$ cat src/rtl/rv32i_pkg.sv
// rtl/rv32i_pkg.sv - shared RV32I decode constants, immediate formats and format lookup
package rv32i_pkg;

  localparam int XLEN  = 32;
  localparam int NREGS = 32;
  localparam int RIDX  = $clog2(NREGS);

  localparam logic [6:0] OP_LUI    = 7'b0110111;
  localparam logic [6:0] OP_AUIPC  = 7'b0010111;
  localparam logic [6:0] OP_JAL    = 7'b1101111;
  localparam logic [6:0] OP_JALR   = 7'b1100111;
  localparam logic [6:0] OP_BRANCH = 7'b1100011;
  localparam logic [6:0] OP_LOAD   = 7'b0000011;
  localparam logic [6:0] OP_STORE  = 7'b0100011;
  localparam logic [6:0] OP_IMM    = 7'b0010011;
  localparam logic [6:0] OP_OP     = 7'b0110011;

  localparam logic [2:0] F3_BEQ  = 3'b000;
  localparam logic [2:0] F3_BNE  = 3'b001;
  localparam logic [2:0] F3_BLT  = 3'b100;
  localparam logic [2:0] F3_BGE  = 3'b101;
  localparam logic [2:0] F3_BLTU = 3'b110;
  localparam logic [2:0] F3_BGEU = 3'b111;

  localparam logic [XLEN-1:0] NOP_IW = 32'h0000_0013;

  typedef enum logic [2:0] {
    IMM_I,
    IMM_S,
    IMM_B,
    IMM_U,
    IMM_J,
    IMM_NONE
  } imm_fmt_t;

  function automatic imm_fmt_t imm_fmt(input logic [6:0] opcode);
    case (opcode)
      OP_JALR, OP_LOAD, OP_IMM: return IMM_I;
      OP_STORE:                 return IMM_S;
      OP_BRANCH:                return IMM_B;
      OP_LUI, OP_AUIPC:         return IMM_U;
      OP_JAL:                   return IMM_J;
      default:                  return IMM_NONE;
    endcase
  endfunction

endpackage

$ cat src/rtl/rv32i_regfile.sv
// rtl/rv32i_regfile.sv - 2R1W register file, x0 hardwired to zero, write-through bypass
module rv32i_regfile
  import rv32i_pkg::*;
(
  input  logic            clk,
  input  logic            reset,
  input  logic            wr_en_i,
  input  logic [RIDX-1:0] wr_addr_i,
  input  logic [XLEN-1:0] wr_data_i,
  input  logic [RIDX-1:0] rs1_addr_i,
  input  logic [RIDX-1:0] rs2_addr_i,
  output logic [XLEN-1:0] rs1_data_o,
  output logic [XLEN-1:0] rs2_data_o
);

  logic [XLEN-1:0] mem_q [NREGS];

  always_ff @(posedge clk) begin
    if (reset) begin
      for (int i = 0; i < NREGS; i++) mem_q[i] <= '0;
    end else if (wr_en_i && (wr_addr_i != '0)) begin
      mem_q[wr_addr_i] <= wr_data_i;
    end
  end

  // A write landing this cycle is forwarded so decode sees the value WB is committing.
  always_comb begin
    rs1_data_o = mem_q[rs1_addr_i];
    if (rs1_addr_i == '0) rs1_data_o = '0;
    else if (wr_en_i && (wr_addr_i == rs1_addr_i)) rs1_data_o = wr_data_i;
  end

  always_comb begin
    rs2_data_o = mem_q[rs2_addr_i];
    if (rs2_addr_i == '0) rs2_data_o = '0;
    else if (wr_en_i && (wr_addr_i == rs2_addr_i)) rs2_data_o = wr_data_i;
  end

endmodule

$ cat src/rtl/rv32i_idtop.sv
// rtl/rv32i_idtop.sv - RV32I decode stage: regfile read, jump resolution, squash, ID/EX register
module rv32i_idtop
  import rv32i_pkg::*;
(
  input  logic            clk,
  input  logic            reset,
  input  logic [XLEN-1:0] iw_in,
  input  logic [XLEN-1:0] pc_in,
  input  logic            jump_en_in,
  input  logic            wb_en_in,
  input  logic [RIDX-1:0] wb_reg_in,
  input  logic [XLEN-1:0] wb_data_in,
  output logic            jump_en_out,
  output logic [XLEN-1:0] jump_addr,
  output logic [XLEN-1:0] pc_out,
  output logic [XLEN-1:0] iw_out,
  output logic [XLEN-1:0] rs1_data_out,
  output logic [XLEN-1:0] rs2_data_out,
  output logic [XLEN-1:0] imm_out,
  output logic            wb_en_out,
  output logic [RIDX-1:0] wb_reg_out
);

  logic [6:0]      opcode;
  logic [2:0]      funct3;
  logic [RIDX-1:0] rd_idx, rs1_idx, rs2_idx;
  logic [XLEN-1:0] rs1_val, rs2_val, imm_val, target;
  logic            br_taken, jump_req, writes_rd;

  assign opcode  = iw_in[6:0];
  assign rd_idx  = iw_in[11:7];
  assign funct3  = iw_in[14:12];
  assign rs1_idx = iw_in[19:15];
  assign rs2_idx = iw_in[24:20];

  rv32i_regfile u_regfile (
    .clk        (clk),
    .reset      (reset),
    .wr_en_i    (wb_en_in),
    .wr_addr_i  (wb_reg_in),
    .wr_data_i  (wb_data_in),
    .rs1_addr_i (rs1_idx),
    .rs2_addr_i (rs2_idx),
    .rs1_data_o (rs1_val),
    .rs2_data_o (rs2_val)
  );

  always_comb begin
    imm_val = '0;
    case (imm_fmt(opcode))
      IMM_I:   imm_val = {{20{iw_in[31]}}, iw_in[31:20]};
      IMM_S:   imm_val = {{20{iw_in[31]}}, iw_in[31:25], iw_in[11:7]};
      IMM_B:   imm_val = {{19{iw_in[31]}}, iw_in[31], iw_in[7], iw_in[30:25], iw_in[11:8], 1'b0};
      IMM_U:   imm_val = {iw_in[31:12], 12'b0};
      IMM_J:   imm_val = {{11{iw_in[31]}}, iw_in[31], iw_in[19:12], iw_in[20], iw_in[30:21], 1'b0};
      default: imm_val = '0;
    endcase
  end

  always_comb begin
    br_taken = 1'b0;
    case (funct3)
      F3_BEQ:  br_taken = (rs1_val == rs2_val);
      F3_BNE:  br_taken = (rs1_val != rs2_val);
      F3_BLT:  br_taken = ($signed(rs1_val) <  $signed(rs2_val));
      F3_BGE:  br_taken = ($signed(rs1_val) >= $signed(rs2_val));
      F3_BLTU: br_taken = (rs1_val <  rs2_val);
      F3_BGEU: br_taken = (rs1_val >= rs2_val);
      default: br_taken = 1'b0;
    endcase
  end

  always_comb begin
    jump_req = 1'b0;
    target   = '0;
    case (opcode)
      OP_JAL: begin
        jump_req = 1'b1;
        target   = pc_in + imm_val;
      end
      OP_JALR: begin
        jump_req = 1'b1;
        target   = rs1_val + imm_val;
      end
      OP_BRANCH: begin
        jump_req = br_taken;
        target   = pc_in + imm_val;
      end
      default: ;
    endcase
  end

  // A wrong-path word may itself look like a jump; it must never redirect fetch.
  assign jump_en_out = jump_req & ~reset & ~jump_en_in;
  assign jump_addr   = jump_en_out ? (target & {{(XLEN-1){1'b1}}, 1'b0}) : '0;

  always_comb begin
    case (opcode)
      OP_LUI, OP_AUIPC, OP_JAL, OP_JALR, OP_LOAD, OP_IMM, OP_OP: writes_rd = (rd_idx != '0);
      default:                                                  writes_rd = 1'b0;
    endcase
  end

  logic [XLEN-1:0] pc_d, pc_q, iw_d, iw_q, rs1_d, rs1_q, rs2_d, rs2_q, imm_d, imm_q;
  logic            wb_en_d, wb_en_q;
  logic [RIDX-1:0] wb_reg_d, wb_reg_q;

  always_comb begin
    pc_d     = pc_in;
    iw_d     = iw_in;
    rs1_d    = rs1_val;
    rs2_d    = rs2_val;
    imm_d    = imm_val;
    wb_en_d  = writes_rd;
    wb_reg_d = writes_rd ? rd_idx : '0;
    if (jump_en_in) begin
      iw_d     = NOP_IW;
      rs1_d    = '0;
      rs2_d    = '0;
      imm_d    = '0;
      wb_en_d  = 1'b0;
      wb_reg_d = '0;
    end
  end

  always_ff @(posedge clk) begin
    if (reset) begin
      pc_q     <= '0;
      iw_q     <= NOP_IW;
      rs1_q    <= '0;
      rs2_q    <= '0;
      imm_q    <= '0;
      wb_en_q  <= 1'b0;
      wb_reg_q <= '0;
    end else begin
      pc_q     <= pc_d;
      iw_q     <= iw_d;
      rs1_q    <= rs1_d;
      rs2_q    <= rs2_d;
      imm_q    <= imm_d;
      wb_en_q  <= wb_en_d;
      wb_reg_q <= wb_reg_d;
    end
  end

  assign pc_out       = pc_q;
  assign iw_out       = iw_q;
  assign rs1_data_out = rs1_q;
  assign rs2_data_out = rs2_q;
  assign imm_out      = imm_q;
  assign wb_en_out    = wb_en_q;
  assign wb_reg_out   = wb_reg_q;

endmodule

$ cat config.mk
export PLATFORM = sky130hd
export DESIGN_NAME = rv32i_idtop
export DESIGN_NICKNAME = d
export VERILOG_FILES = /design/src/rtl/rv32i_pkg.sv /design/src/rtl/rv32i_regfile.sv /design/src/rtl/rv32i_idtop.sv
export SDC_FILE = /design/constraint.sdc
export NUM_CORES = 2
export LEC_CHECK = 0
export ABC_AREA = 0
export CAP_MARGIN = 20
export CORE_UTILIZATION = 45
export CTS_CLUSTER_DIAMETER = 50
export DETAILED_ROUTE_END_ITERATION = 7
export PLACE_DENSITY = 0.7
export SLEW_MARGIN = 15
export SYNTH_ARGS = -nofsm -noshare
export SYNTH_HDL_FRONTEND = slang
export SYNTH_SLANG_ARGS = --single-unit
$ cat constraint.sdc
create_clock -name clk -period 11.4 [get_ports clk]
set_input_delay 1.14 -clock clk [delete_from_list [all_inputs] [get_ports clk]]
set_output_delay 1.14 -clock clk [all_outputs]
set_load 0.03 [all_outputs]
==> reports/summary.md <==
The flow ran to the end, but the final reports show violations. The checks that failed: DRC. The share of the cycle needed by the critical path after routing is 0.8325.

The most used flip-flop cell after synthesis is sky130_fd_sc_hd__edfxtp_1. Counting flops and latches in the post-synthesis netlist gives 1,190. The largest individual stage delay along the critical path comes from the cell sky130_fd_sc_hd__or3_2. The final count of hold timing violations is 0. The tools report the critical path startpoint category as a primary input. The initialized floorplan defines 136 standard-cell rows. In the routed layout, each cell is associated on average with a via count of 6.627. The signal on the critical path passes through buf_4, or3_2, buf_4, o221ai_1, a221oi_1, a211oi_1, a21oi_1, nor2_1, ha_1, a21o_1, a21o_1, a221o_1, nand2_1, o311ai_0, or4_1, a311o_1, a31oi_2, buf_4, nor2_1, clkdlybuf4s50_1. The number of H-tree levels is 4. After layout, the worst setup slack is 1909 ps.

The run gives 8350 ps as the worst path arrival time. For the number of nets still failing antenna checks after routing, the log shows 0. Summing every instance area after synthesis gives 0.06264 sq mm. The layout has 11.17k filler cells. The die footprint was 0.1407 sq mm.

The clock arrives with 36.23 ps of skew. Gates resized during post-CTS repair numbered 0. Buffer type at the clock tree root: sky130_fd_sc_hd__clkbuf_16. For the worst setup path, the data required time is 10,260 ps. In this run the post-CTS setup repair buffer count came out at 0. For the pin with the worst max-slew slack, the measured transition is 1121 ps.

Setup slack at placement: 2141 ps. The die outline width was 375.1 um; the number of sinks handled by clock tree synthesis was 1,190. The logs give 800 ps for the clock latency at the later pin of the worst-skew pair and 0.3209 for the overall global routing resource usage. Across the run, the number of max-cap violations was 0. The final critical-path required period came out at 9491 ps.

Setup violations remaining at the end of the flow were counted as 0. The half-perimeter wire length of the detailed placement result is 131.6 mm. For this design the top-level I/O count stands at 304. The first TritonRoute pass finished after 8 iterations.

After clock tree synthesis, the flow added hold-fix buffers numbering 0. The clock slew seen by the registers of the worst setup and hold paths was 50 ps. The min-delay analysis places its worst path in the category primary input to flip-flop. For this run the aggregate overflow at the end of global routing stands at 0. The via count of the first global-routing pass came out at 41.93k. The average routed wire per standard cell is 35.13 um. Net count of the finished layout: 4,721. The run gives 0.2469 as the worst slew margin relative to its limit.

The maximum single-stage delay on the critical path is 900 ps. The cell count after synthesis was 4,378. Setup repair after global routing left no endpoint under its margin.

The power density over the cells is 151.8 mW/mm^2. The count of input and output buffers is 302, and the wire length of the first global-routing pass is 315.3 mm. Total buffers and inverters traversed by the critical path: 4.

The post-synthesis to final-layout area growth is 15.17%. For this run, the top clock speed supported by timing is 105.4 MHz. For the standby leakage power, the log shows 25.39 nW. Fraction of registers with async set/reset: 0. The number of distinct library cell variants in the gate-level netlist after synthesis was 69; the DRC violation count after routing was 1. The cell that appears most often on the critical path is sky130_fd_sc_hd__buf_4. The number of CTS-inserted buffers is 135, and the mean instance size in the synthesized netlist is 14.31 sq um.

At the end of routability-driven placement, the weighted congestion stood at 0.9279. Category of cells accounting for the largest share of critical-path delay: compound AO/OA/AOI/OAI gates. The starting utilization of the core area is 0.4545, and the maximum buffer depth of the clock tree is 3.

The floorplan core area was 0.1378 sq mm. TritonCTS built the clock tree. The share of cells above drive strength 1 was 0.2185; the setup TNS after final layout was 0 ps.

Via total after detailed routing: 42.89k. The tools report the count of final max-slew check failures as 0. By startpoint and endpoint, the worst setup path is classified as primary input to output pin.

For the number of antenna violations at the first check in global routing, the log shows 25. The violation count after the first detailed-route iteration is 7,482, and the largest fanout on the critical path is 27. Y dimension of the die: 375.1 um. Counting flops with a built-in enable in the synthesized netlist gives 1,024. The worst setup path is captured at an output pin. The yosys synthesis warning count is 0, and the largest net degree at the start of global routing is 95.

Across the VDD grid, the largest voltage drop is 0.0001376 V. The routed design has 227.3 mm of wire. For the sequential share of the synthesized area, the log shows 0.5439.
-- sequential cells by signal (all words and copies together) (netlist names) --
name / cells
imm_out: 32
wb_en_out: 1
rs2_data_out: 32
wb_reg_out: 5
u_regfile.mem_q: 1024
iw_out: 32
pc_out: 32
rs1_data_out: 32
-- layout make-up --
type | instances | area [sq um] | share of cell area
multi-input combinational | 2771 | 27200 | 0.3770
clock buffer | 173 | 3691 | 0.05116
clock inverter | 71 | 588.1 | 0.008151
tap | 1794 | 2245 | 0.03111
antenna | 18 | 45.04 | 0.0006243
sequential | 1190 | 34070 | 0.4723
inverter | 11 | 41.29 | 0.0005723
timing repair buffer | 444 | 4265 | 0.05912
-- layer usage --
metal | wire length, um | GRT usage
met3 | 32290 | 0.1060
met2 | 103900 | 0.4953
met1 | 77100 | 0.3945
met4 | 13930 | 0.1858
met5 | 82 | 0.008233
-- path summary, 6_finish.rpt --
| kind | from | to | slack [ps] | cells after the start |
|---|---|---|---|---|
| worst max-delay path | iw_in[17] | jump_addr[10] | 1910 | 20 |
| worst min-delay path | reset | pc_out[15]$_SDFF_PP0_ | 740 | 2 |
| worst max register to register | u_regfile.mem_q[14][15]$_SDFFCE_PN0P_ | rs1_data_out[15]$_SDFF_PP0_ | 8370 | 8 |
| worst min register to register | u_regfile.mem_q[3][6]$_SDFFCE_PN0P_ | rs2_data_out[6]$_SDFF_PP0_ | 1180 | 6 |
-- cell families (layout without fill, tap and decap cells) --
group                    count (synthesis)  after routing  share of synthesized area
AO/OA/AOI/OAI                          372            372                    0.04179
XOR/XNOR                                32             32                   0.004474
adder cells (fa/ha/maj)                 63             63                    0.01270
buffers and inverters                  449            699                    0.02850
flip-flops                            1190           1190                     0.5439
multiplexers                           712            712                     0.2250
other                                    1             51                 0.00005986
AND/OR/NAND/NOR                       1559           1559                     0.1435
-- cells in the final DEF, fill, tap and decap left out, types with 48 or more instances in the layout --
master,Yosys,routed
sky130_fd_sc_hd__buf_4,18,134
sky130_fd_sc_hd__nor3_1,50,49
sky130_fd_sc_hd__a21oi_1,85,85
sky130_fd_sc_hd__nand2_1,121,120
sky130_fd_sc_hd__edfxtp_1,1024,1024
sky130_fd_sc_hd__mux2i_1,130,130
sky130_fd_sc_hd__and2_1,1047,1047
sky130_fd_sc_hd__mux4_2,553,553
sky130_fd_sc_hd__ha_1,62,62
sky130_fd_sc_hd__clkdlybuf4s50_1,0,290
sky130_fd_sc_hd__dfxtp_1,166,166
sky130_fd_sc_hd__nor2_1,177,145
sky130_fd_sc_hd__clkbuf_16,0,142
sky130_fd_sc_hd__o211ai_1,48,48
-- where the power goes --
group / internal [mW] / switching (mW)
clock: 2.44 / 1.84
combinational: 0.649 / 0.948
sequential: 4.96 / 0.113
total: 8.05 / 2.90
-- cells in the mapped netlist, drive strengths merged (3+ instances only) --
library cell / count / area [sq um]
nor2b: 42 / 262.8
o21bai: 8 / 60.06
and2: 1047 / 6550
a31oi: 6 / 37.54
nand2: 121 / 454.2
a21oi: 85 / 425.4
or3b: 3 / 26.28
nor2: 177 / 664.4
edfxtp: 1024 / 30750
o21ai: 25 / 128.9
nand3b: 7 / 52.55
mux2i: 130 / 1301
o31ai: 30 / 225.2
a21o: 32 / 240.2
clkbuf: 362 / 1359
inv: 11 / 41.29
dfxtp: 166 / 3323
mux2: 28 / 315.3
and4: 3 / 26.28
ha: 62 / 775.7
a22o: 5 / 43.79
o221ai: 17 / 155.1
or2: 34 / 212.7
nand2b: 19 / 118.9
o21a: 10 / 75.07
a221oi: 22 / 192.7
mux4: 554 / 12480
a211oi: 33 / 260.3
buf: 76 / 385.4
and3: 7 / 43.79
or3: 10 / 62.56
o22ai: 27 / 168.9
xor2: 17 / 148.9
nand3: 18 / 90.09
nor3: 51 / 260.3
nor3b: 3 / 22.52
o211ai: 50 / 385.4
nor4: 3 / 18.77
a221o: 7 / 70.07
nand4: 6 / 37.54
or4: 3 / 22.52
xnor2: 15 / 131.4
-- per-stage QoR --
stage               total power, mW  instances    util  hold slack [ps]  cell area (sq um)
finish                        10.95       6472  0.5234            737.6              72150
global route                  11.19       6457  0.5232            714.3              72110
CTS                           10.91       6453  0.5231            689.8              72100
detailed placement            6.706       6209  0.4920             1173              67820
global placement              6.681       6209  0.4920             1154              67820
floorplan                     6.078       4410       -            980.4              62760
Power figures use the tool's default switching activity.
